[src/rtl/axi_pkg.sv]
// Shared AXI response codes, byte reader state encoding and FIFO entry layout.
// Pure declarations: no latency, no flow control.
package axi_pkg;

  localparam logic [1:0] RESP_OKAY   = 2'b00;
  localparam logic [1:0] RESP_EXOKAY = 2'b01;
  localparam logic [1:0] RESP_SLVERR = 2'b10;
  localparam logic [1:0] RESP_DECERR = 2'b11;

  typedef enum logic [1:0] {
    S_IDLE,
    S_ADDR,
    S_RESP,
    S_FLUSH
  } reader_state_e;

  typedef struct packed {
    logic       last;
    logic [7:0] data;
  } byte_entry_t;

  // Anything other than plain OKAY counts as an error for this reader, EXOKAY included.
  function automatic logic resp_is_err(input logic [1:0] resp);
    logic is_err;
    is_err = 1'b1;
    case (resp)
      RESP_OKAY:                            is_err = 1'b0;
      RESP_EXOKAY, RESP_SLVERR, RESP_DECERR: is_err = 1'b1;
      default:                              is_err = 1'b1;
    endcase
    return is_err;
  endfunction

endpackage

[src/rtl/byte_fifo.sv]
// Synchronous FIFO of {last, data} entries; a push becomes visible at the head one cycle later.
// Push is dropped only when full with no pop; push and pop on a full FIFO both take effect.
module byte_fifo
  import axi_pkg::*;
#(
  parameter int FIFO_DEPTH = 2
) (
  input  logic                          clk,
  input  logic                          rst_n,
  input  logic                          push,
  input  byte_entry_t                   push_data,
  input  logic                          pop,
  output byte_entry_t                   pop_data,
  output logic                          full,
  output logic                          empty,
  output logic [$clog2(FIFO_DEPTH):0]   count
);

  localparam int PTR_W = $clog2(FIFO_DEPTH);
  localparam int CNT_W = PTR_W + 1;

  byte_entry_t      mem [FIFO_DEPTH];
  logic [PTR_W-1:0] wr_ptr;
  logic [PTR_W-1:0] rd_ptr;
  logic [CNT_W-1:0] cnt;
  logic             push_fire;
  logic             pop_fire;

  assign full      = (cnt == CNT_W'(FIFO_DEPTH));
  assign empty     = (cnt == '0);
  assign push_fire = push && (!full || pop);
  assign pop_fire  = pop && !empty;
  assign pop_data  = mem[rd_ptr];
  assign count     = cnt;

  // Storage is reset too so the head reads as zero out of reset.
  always_ff @(posedge clk or negedge rst_n) begin
    if (!rst_n) begin
      for (int i = 0; i < FIFO_DEPTH; i++) mem[i] <= '0;
      wr_ptr <= '0;
      rd_ptr <= '0;
      cnt    <= '0;
    end else begin
      if (push_fire) begin
        mem[wr_ptr] <= push_data;
        wr_ptr      <= wr_ptr + PTR_W'(1);
      end
      if (pop_fire) rd_ptr <= rd_ptr + PTR_W'(1);
      cnt <= cnt + CNT_W'(push_fire) - CNT_W'(pop_fire);
    end
  end

endmodule

[src/rtl/axi_byte_reader.sv]
// AXI4-Lite byte reader: one AR per byte, single outstanding read, bytes streamed out through byte_fifo.
// Latency start->ARVALID 1 cycle, R->out_valid 1 cycle; ARVALID is withheld while the FIFO has no free slot.
module axi_byte_reader
  import axi_pkg::*;
#(
  parameter int ADDR_W     = 32,
  parameter int LEN_W      = 16,
  parameter int STRIDE     = 1,
  parameter int FIFO_DEPTH = 2
) (
  input  logic              clk,
  input  logic              rst_n,
  input  logic              start,
  input  logic [ADDR_W-1:0] base_addr,
  input  logic [LEN_W-1:0]  len,
  output logic              busy,
  output logic              done,
  output logic              err,
  output logic              M_AXI_ARVALID,
  input  logic              M_AXI_ARREADY,
  output logic [ADDR_W-1:0] M_AXI_ARADDR,
  input  logic              M_AXI_RVALID,
  output logic              M_AXI_RREADY,
  input  logic [31:0]       M_AXI_RDATA,
  input  logic [1:0]        M_AXI_RRESP,
  output logic              out_valid,
  input  logic              out_ready,
  output logic [7:0]        out_data,
  output logic              out_last
);

  localparam int CNT_W = $clog2(FIFO_DEPTH) + 1;

  reader_state_e     state_q, state_d;
  logic              arvalid_q, arvalid_d;
  logic              rready_q, rready_d;
  logic              busy_q, busy_d;
  logic              done_q, done_d;
  logic              err_q, err_d;
  logic [ADDR_W-1:0] araddr_q, araddr_d;
  logic [LEN_W-1:0]  rem_q, rem_d;

  logic              ar_fire, r_fire, pop_fire, push;
  byte_entry_t       push_entry, head;
  logic              fifo_full, fifo_empty;
  logic [CNT_W-1:0]  fifo_cnt, cnt_after;
  logic              unused_rdata;

  assign ar_fire      = arvalid_q && M_AXI_ARREADY;
  assign r_fire       = rready_q && M_AXI_RVALID;
  assign pop_fire     = !fifo_empty && out_ready;
  assign push_entry   = '{last: (rem_q == '0), data: M_AXI_RDATA[7:0]};
  assign cnt_after    = fifo_cnt + CNT_W'(1) - CNT_W'(pop_fire);
  assign unused_rdata = ^M_AXI_RDATA[31:8];

  always_comb begin
    state_d   = state_q;
    arvalid_d = arvalid_q;
    araddr_d  = araddr_q;
    rem_d     = rem_q;
    rready_d  = rready_q;
    busy_d    = busy_q;
    done_d    = 1'b0;
    err_d     = err_q;
    push      = 1'b0;
    case (state_q)
      S_IDLE: begin
        // FIFO is always drained in IDLE, so the first AR can go out immediately.
        if (start) begin
          err_d = 1'b0;
          if (len == '0) begin
            done_d = 1'b1;
          end else begin
            araddr_d  = base_addr;
            rem_d     = len;
            busy_d    = 1'b1;
            arvalid_d = 1'b1;
            state_d   = S_ADDR;
          end
        end
      end
      S_ADDR: begin
        if (ar_fire) begin
          arvalid_d = 1'b0;
          araddr_d  = araddr_q + ADDR_W'(STRIDE);
          rem_d     = rem_q - LEN_W'(1);
          rready_d  = 1'b1;
          state_d   = S_RESP;
        end else if (!arvalid_q) begin
          arvalid_d = !fifo_full;
        end
      end
      S_RESP: begin
        if (r_fire) begin
          push     = 1'b1;
          rready_d = 1'b0;
          if (resp_is_err(M_AXI_RRESP)) err_d = 1'b1;
          if (rem_q != '0) begin
            // Reserve a slot for the next byte against the post-push occupancy.
            arvalid_d = (cnt_after < CNT_W'(FIFO_DEPTH));
            state_d   = S_ADDR;
          end else begin
            state_d = S_FLUSH;
          end
        end
      end
      S_FLUSH: begin
        if (pop_fire && head.last) begin
          done_d  = 1'b1;
          busy_d  = 1'b0;
          state_d = S_IDLE;
        end
      end
      default: state_d = S_IDLE;
    endcase
  end

  always_ff @(posedge clk or negedge rst_n) begin
    if (!rst_n) begin
      state_q   <= S_IDLE;
      arvalid_q <= 1'b0;
      araddr_q  <= '0;
      rem_q     <= '0;
      rready_q  <= 1'b0;
      busy_q    <= 1'b0;
      done_q    <= 1'b0;
      err_q     <= 1'b0;
    end else begin
      state_q   <= state_d;
      arvalid_q <= arvalid_d;
      araddr_q  <= araddr_d;
      rem_q     <= rem_d;
      rready_q  <= rready_d;
      busy_q    <= busy_d;
      done_q    <= done_d;
      err_q     <= err_d;
    end
  end

  byte_fifo #(
    .FIFO_DEPTH(FIFO_DEPTH)
  ) u_fifo (
    .clk      (clk),
    .rst_n    (rst_n),
    .push     (push),
    .push_data(push_entry),
    .pop      (out_ready),
    .pop_data (head),
    .full     (fifo_full),
    .empty    (fifo_empty),
    .count    (fifo_cnt)
  );

  assign busy          = busy_q;
  assign done          = done_q;
  assign err           = err_q;
  assign M_AXI_ARVALID = arvalid_q;
  assign M_AXI_ARADDR  = araddr_q;
  assign M_AXI_RREADY  = rready_q;
  assign out_valid     = !fifo_empty;
  assign out_data      = head.data;
  assign out_last      = head.last;

endmodule

[config.mk]
export PLATFORM = sky130hd
export DESIGN_NAME = axi_byte_reader
export DESIGN_NICKNAME = d
export VERILOG_FILES = /design/src/rtl/axi_pkg.sv /design/src/rtl/byte_fifo.sv /design/src/rtl/axi_byte_reader.sv
export SDC_FILE = /design/constraint.sdc
export NUM_CORES = 1
export LEC_CHECK = 0
export CAP_MARGIN = 20
export CORE_MARGIN = 2
export CORE_UTILIZATION = 50
export CTS_BUF_LIST = sky130_fd_sc_hd__clkbuf_8
export CTS_CLUSTER_DIAMETER = 120
export DETAILED_ROUTE_END_ITERATION = 12
export HOLD_SLACK_MARGIN = 0.15
export PLACE_DENSITY = 0.83
export RECOVER_POWER = 25
export SKIP_CTS_REPAIR_TIMING = 1
export SYNTH_ARGS = -nofsm -noshare
export SYNTH_HDL_FRONTEND = slang
export SYNTH_SLANG_ARGS = --single-unit
[constraint.sdc]
create_clock -name clk -period 2.7 [get_ports clk]
set_input_delay 0.405 -clock clk [delete_from_list [all_inputs] [get_ports clk]]
set_output_delay 0.405 -clock clk [all_outputs]
set_load 0.01 [all_outputs]
==> impl_metrics.yaml <==
placed_design:
  routabilityCongestion: 0.8920
  numPortBuffers: 110
  dp.final_hpwl_microns: 9645
  place_inst: 746
yosys:
  ys_ff_latch: 77
  synth_edf_count: 0
  yosysWarnings: 0
  ys_async_sr_fraction_pct: 100.0
  yosys.area.top_type: "dfrtp_1"
  yosysSeqAreaShare_pct: 40.25
  ys_top_cells_by_area: "dfrtp_1 (40%), mux2_2 (6.4%), a21oi_1 (3.5%)"
  synth_cells: 519
  synthesis.area_sq_um: 4787
  synth_flop_cell: "dfrtp_1"
  netlist-cell-type-count: 67
  syn-num-nets: 618
  yosysTopAreaCellShare_pct: 40.25
  synth_area_per_cell_sq_um: 9.224
sta:
  slew_violations: 78
  fin_crit_ns: 2.422
  setup_viol: 0
  relSlewSlack_pct: -29.39
  tns_ns: 0
  tightest_slew_ns: 1.941
  fin_skew_ns: 0.01396
  rsz0062_at_grt: "false"
  hold_viol: 0
  fmax_mhz: 412.9
  min_period_over_period_pct: 89.70
setup_path:
  cpLargestDelayFamily: "compound AO/OA/AOI/OAI gates"
  cp.depth: 6
  r2r_cells: 6
  critical_path_class: "flop to flop"
  critPathMaxFanout: 12
  worstPathArrival_ns: 2.66
  slowest_stage: "dfrtp_1"
  startpoint_type: "flop"
  rr_endpoint: "rem_q[13]$_DFFE_PN0P_"
  worst-path-buf-inv: 1
  reg2reg_slack_ns: 0.28
  cp_cell_sequence: "inv_1 > ha_1 > and3b_1 > a31oi_2 > nand2_1 > a221o_1"
  rr_startpoint: "state_q[0]$_DFFE_PN0P_"
  critPathCaptureType: "flop"
  cp_data_required_time_ns: 2.94
  cpPeakStageDelay_ns: 0.46
cts:
  cts_sinks: 77
  clk_path_buf_depth: 2
  worstSkewPairLatency_ns: 0.36
  cts_buffers: 9
  clock-root-buffer: "clkbuf_8"
  cts_tree: "done"
  clk_pin_slew_worst_paths_ns: 0.10
  htreeDepth: 3
detailed_routing:
  post_drt_wl_per_cell_microns: 17.98
  vias_per_cell: 6.273
  antenna_left: 0
  vias: 4780
  dr.pass1.iters: 7
  wl_microns: 13700
  drt_iter0_drc: 306
  drc: 0
global_routing:
  grt_pass1_wl_microns: 22440
  grt_usage_pct: 27.25
  antenna_found_initial: 0
  grt_max_degree: 78
  grt_pass1_vias: 4743
  grt.overflow.total: 0
cells_and_area:
  area_delta_synth_final_pct: 31.63
  diodes: 0
  layout.nets: 727
  fin_cells: 762
  drive_gt1_share_pct: 14.06
floorplanning:
  die_area_sq_um: 10370
  die_x_microns: 101.8
  dieHeight_microns: 101.8
  core_sq_um: 9284
  initial_core_util_pct: 51.56
  rows: 35
  ios: 135
power_and_ir_drop:
  pwr-share-comb_pct: 55.0
  power_frac_clock_pct: 13.4
  p_seq_share_pct: 31.5
  p_total_uw: 7630
  peakVddDrop_mv: 0.5783
  internal_power_uw: 4312
  switchingPower_uw: 3319
  p_per_area_nw_per_um2: 1211
  total_leakage_power_uw: 0.002498
  sw_frac_of_total_pct: 43.49
hold_path:
  min_to: "u_fifo.mem[12]$_DFFE_PN0P_"
  min-delay-start: "u_fifo.mem[12]$_DFFE_PN0P_"
  whs_path_depth: 1
  min_path_type: "flop to flop"
status:
  violations: "capacitance limit, slew limit"
  status: "finished, violations left"
run:
  drv_cap: 1
-- per-layer routing --
metal | routed length [microns] | up-vias | GRT usage (%)
met5 | 0 | - | 0
met4 | 301 | 0 | 11.08
met3 | 1067 | 33 | 4.378
met2 | 6595 | 240 | 44.18
met1 | 5738 | 2282 | 36.66
li1 | - | 2225 | -
-- cell type report --
type,instances,area (sq um)
sequential,77,1927
tap,129,161.4
clock buffer,9,123.9
inverter,19,71.32
fill,740,2983
timing repair buffer,131,1254
clock inverter,7,105.1
multi-input combinational,390,2659
-- worst register-to-register path, delay by kind of cell (launching register included) --
kind | cells | cell delay [ns]
AO/OA/AOI/OAI | 2 | 0.75
adder cells (fa/ha/maj) | 1 | 0.33
flip-flops | 1 | 0.46
buffers and inverters | 1 | 0.12
AND/OR/NAND/NOR | 2 | 0.64
-- power groups by stage --
stage                     Clock [uW]  Combinational (uW)  Sequential, uW
after global routing            1090                4600            2480
after CTS                       1040                4190            2380
after detailed placement           0                4170            2390
after floorplan                    0                2610            2310
final                           1030                4200            2410
after global placement             0                4040            2350
-- state kept, by name, summed over array words and instances, names as in the netlist, 2 cells and up --
signal        count
rem_q            16
state_q           2
M_AXI_ARADDR     32
u_fifo.mem       18
u_fifo.count      2
-- stage by stage --
step | setup WS, ns | cell area, sq um | hold slack (ns) | utilization, %
after floorplan | 0.6203 | 4787 | 0.1094 | -
after global placement | 0.2043 | 6075 | 0.4764 | 65.43
after detailed placement | 0.1095 | 6075 | 0.4897 | 65.43
after CTS | 0.3089 | 6304 | 0.2350 | 67.90
after global routing | 0.1162 | 6301 | 0.5317 | 67.87
final | 0.2782 | 6301 | 0.5125 | 67.87
-- worst max path at each step --
stage                                 from                      endpoint  slack [ns]
global placement                    len[1]         rem_q[13]$_DFFE_PN0P_        0.20
global route        state_q[0]$_DFFE_PN0P_  M_AXI_ARADDR[19]$_DFFE_PN0P_        0.12
finish              state_q[0]$_DFFE_PN0P_         rem_q[13]$_DFFE_PN0P_        0.28
floorplan           state_q[0]$_DFFE_PN0P_  M_AXI_ARADDR[10]$_DFFE_PN0P_        0.62
CTS                 state_q[0]$_DFFE_PN0P_         rem_q[13]$_DFFE_PN0P_        0.31
detailed placement                  len[1]  M_AXI_ARADDR[19]$_DFFE_PN0P_        0.11
-- synth_stat cells, types with 2 or more instances --
| cell | instances |
|---|---|
| a211oi_1 | 8 |
| a21o_1 | 2 |
| a21oi_1 | 33 |
| a221o_1 | 2 |
| a2bb2oi_1 | 15 |
| a31oi_1 | 21 |
| a32oi_1 | 3 |
| a41oi_1 | 5 |
| and2_1 | 6 |
| and3_1 | 9 |
| and4_1 | 4 |
| buf_1 | 3 |
| buf_2 | 8 |
| buf_4 | 3 |
| clkbuf_1 | 19 |
| dfrtp_1 | 77 |
| ha_1 | 11 |
| inv_1 | 18 |
| mux2_2 | 27 |
| nand2_1 | 29 |
| nand2b_1 | 5 |
| nand3_1 | 28 |
| nand4_1 | 13 |
| nor2_1 | 23 |
| nor2b_1 | 4 |
| nor3_1 | 33 |
| nor3b_1 | 2 |
| nor4_1 | 3 |
| nor4_4 | 2 |
| o21ai_0 | 27 |
| o21bai_1 | 2 |
| o221a_2 | 6 |
| o22a_1 | 4 |
| o22ai_1 | 12 |
| o31ai_1 | 10 |
| o32ai_1 | 2 |
| or2_2 | 4 |
| or3_1 | 3 |
| or4_1 | 2 |
| xnor2_1 | 3 |
| xor2_1 | 2 |
-- layout by cell type (no fill, tap or decap), drive strengths merged, types with 3 or more instances in the layout --
master and n:
nand2b 5, o21ai 29, buf 21, clkdlybuf4s50 109, inv 22, a31oi 21
dfrtp 77, nand4 15, a211oi 8, nor4 6, o22ai 12, nand3 28
o31ai 10, and3 9, nand2 29, or2 4, nor2b 4, nor3 33
o22a 4, xnor2 3, and4 4, a32oi 3, or3 3, mux2 27
and2 7, a2bb2oi 15, ha 11, a41oi 5, nor2 23, o221a 6
clkbuf 10, a21oi 33
-- cells by family (layout without fill, tap and decap cells) --
family                     after synthesis  count (layout)  synth area share, %
DFF                                     77              77                40.25
xor gates and xnor gates                 5               5               0.9150
adders and majority gates               11              11                2.875
buffers and inverters                   52             166                4.522
muxes                                   28              28                6.560
and+or+nand+nor                        177             177                20.46
AOI/OAI and AO/OA                      169             169                24.41
No activity file was read; power rests on OpenSTA's default activity.
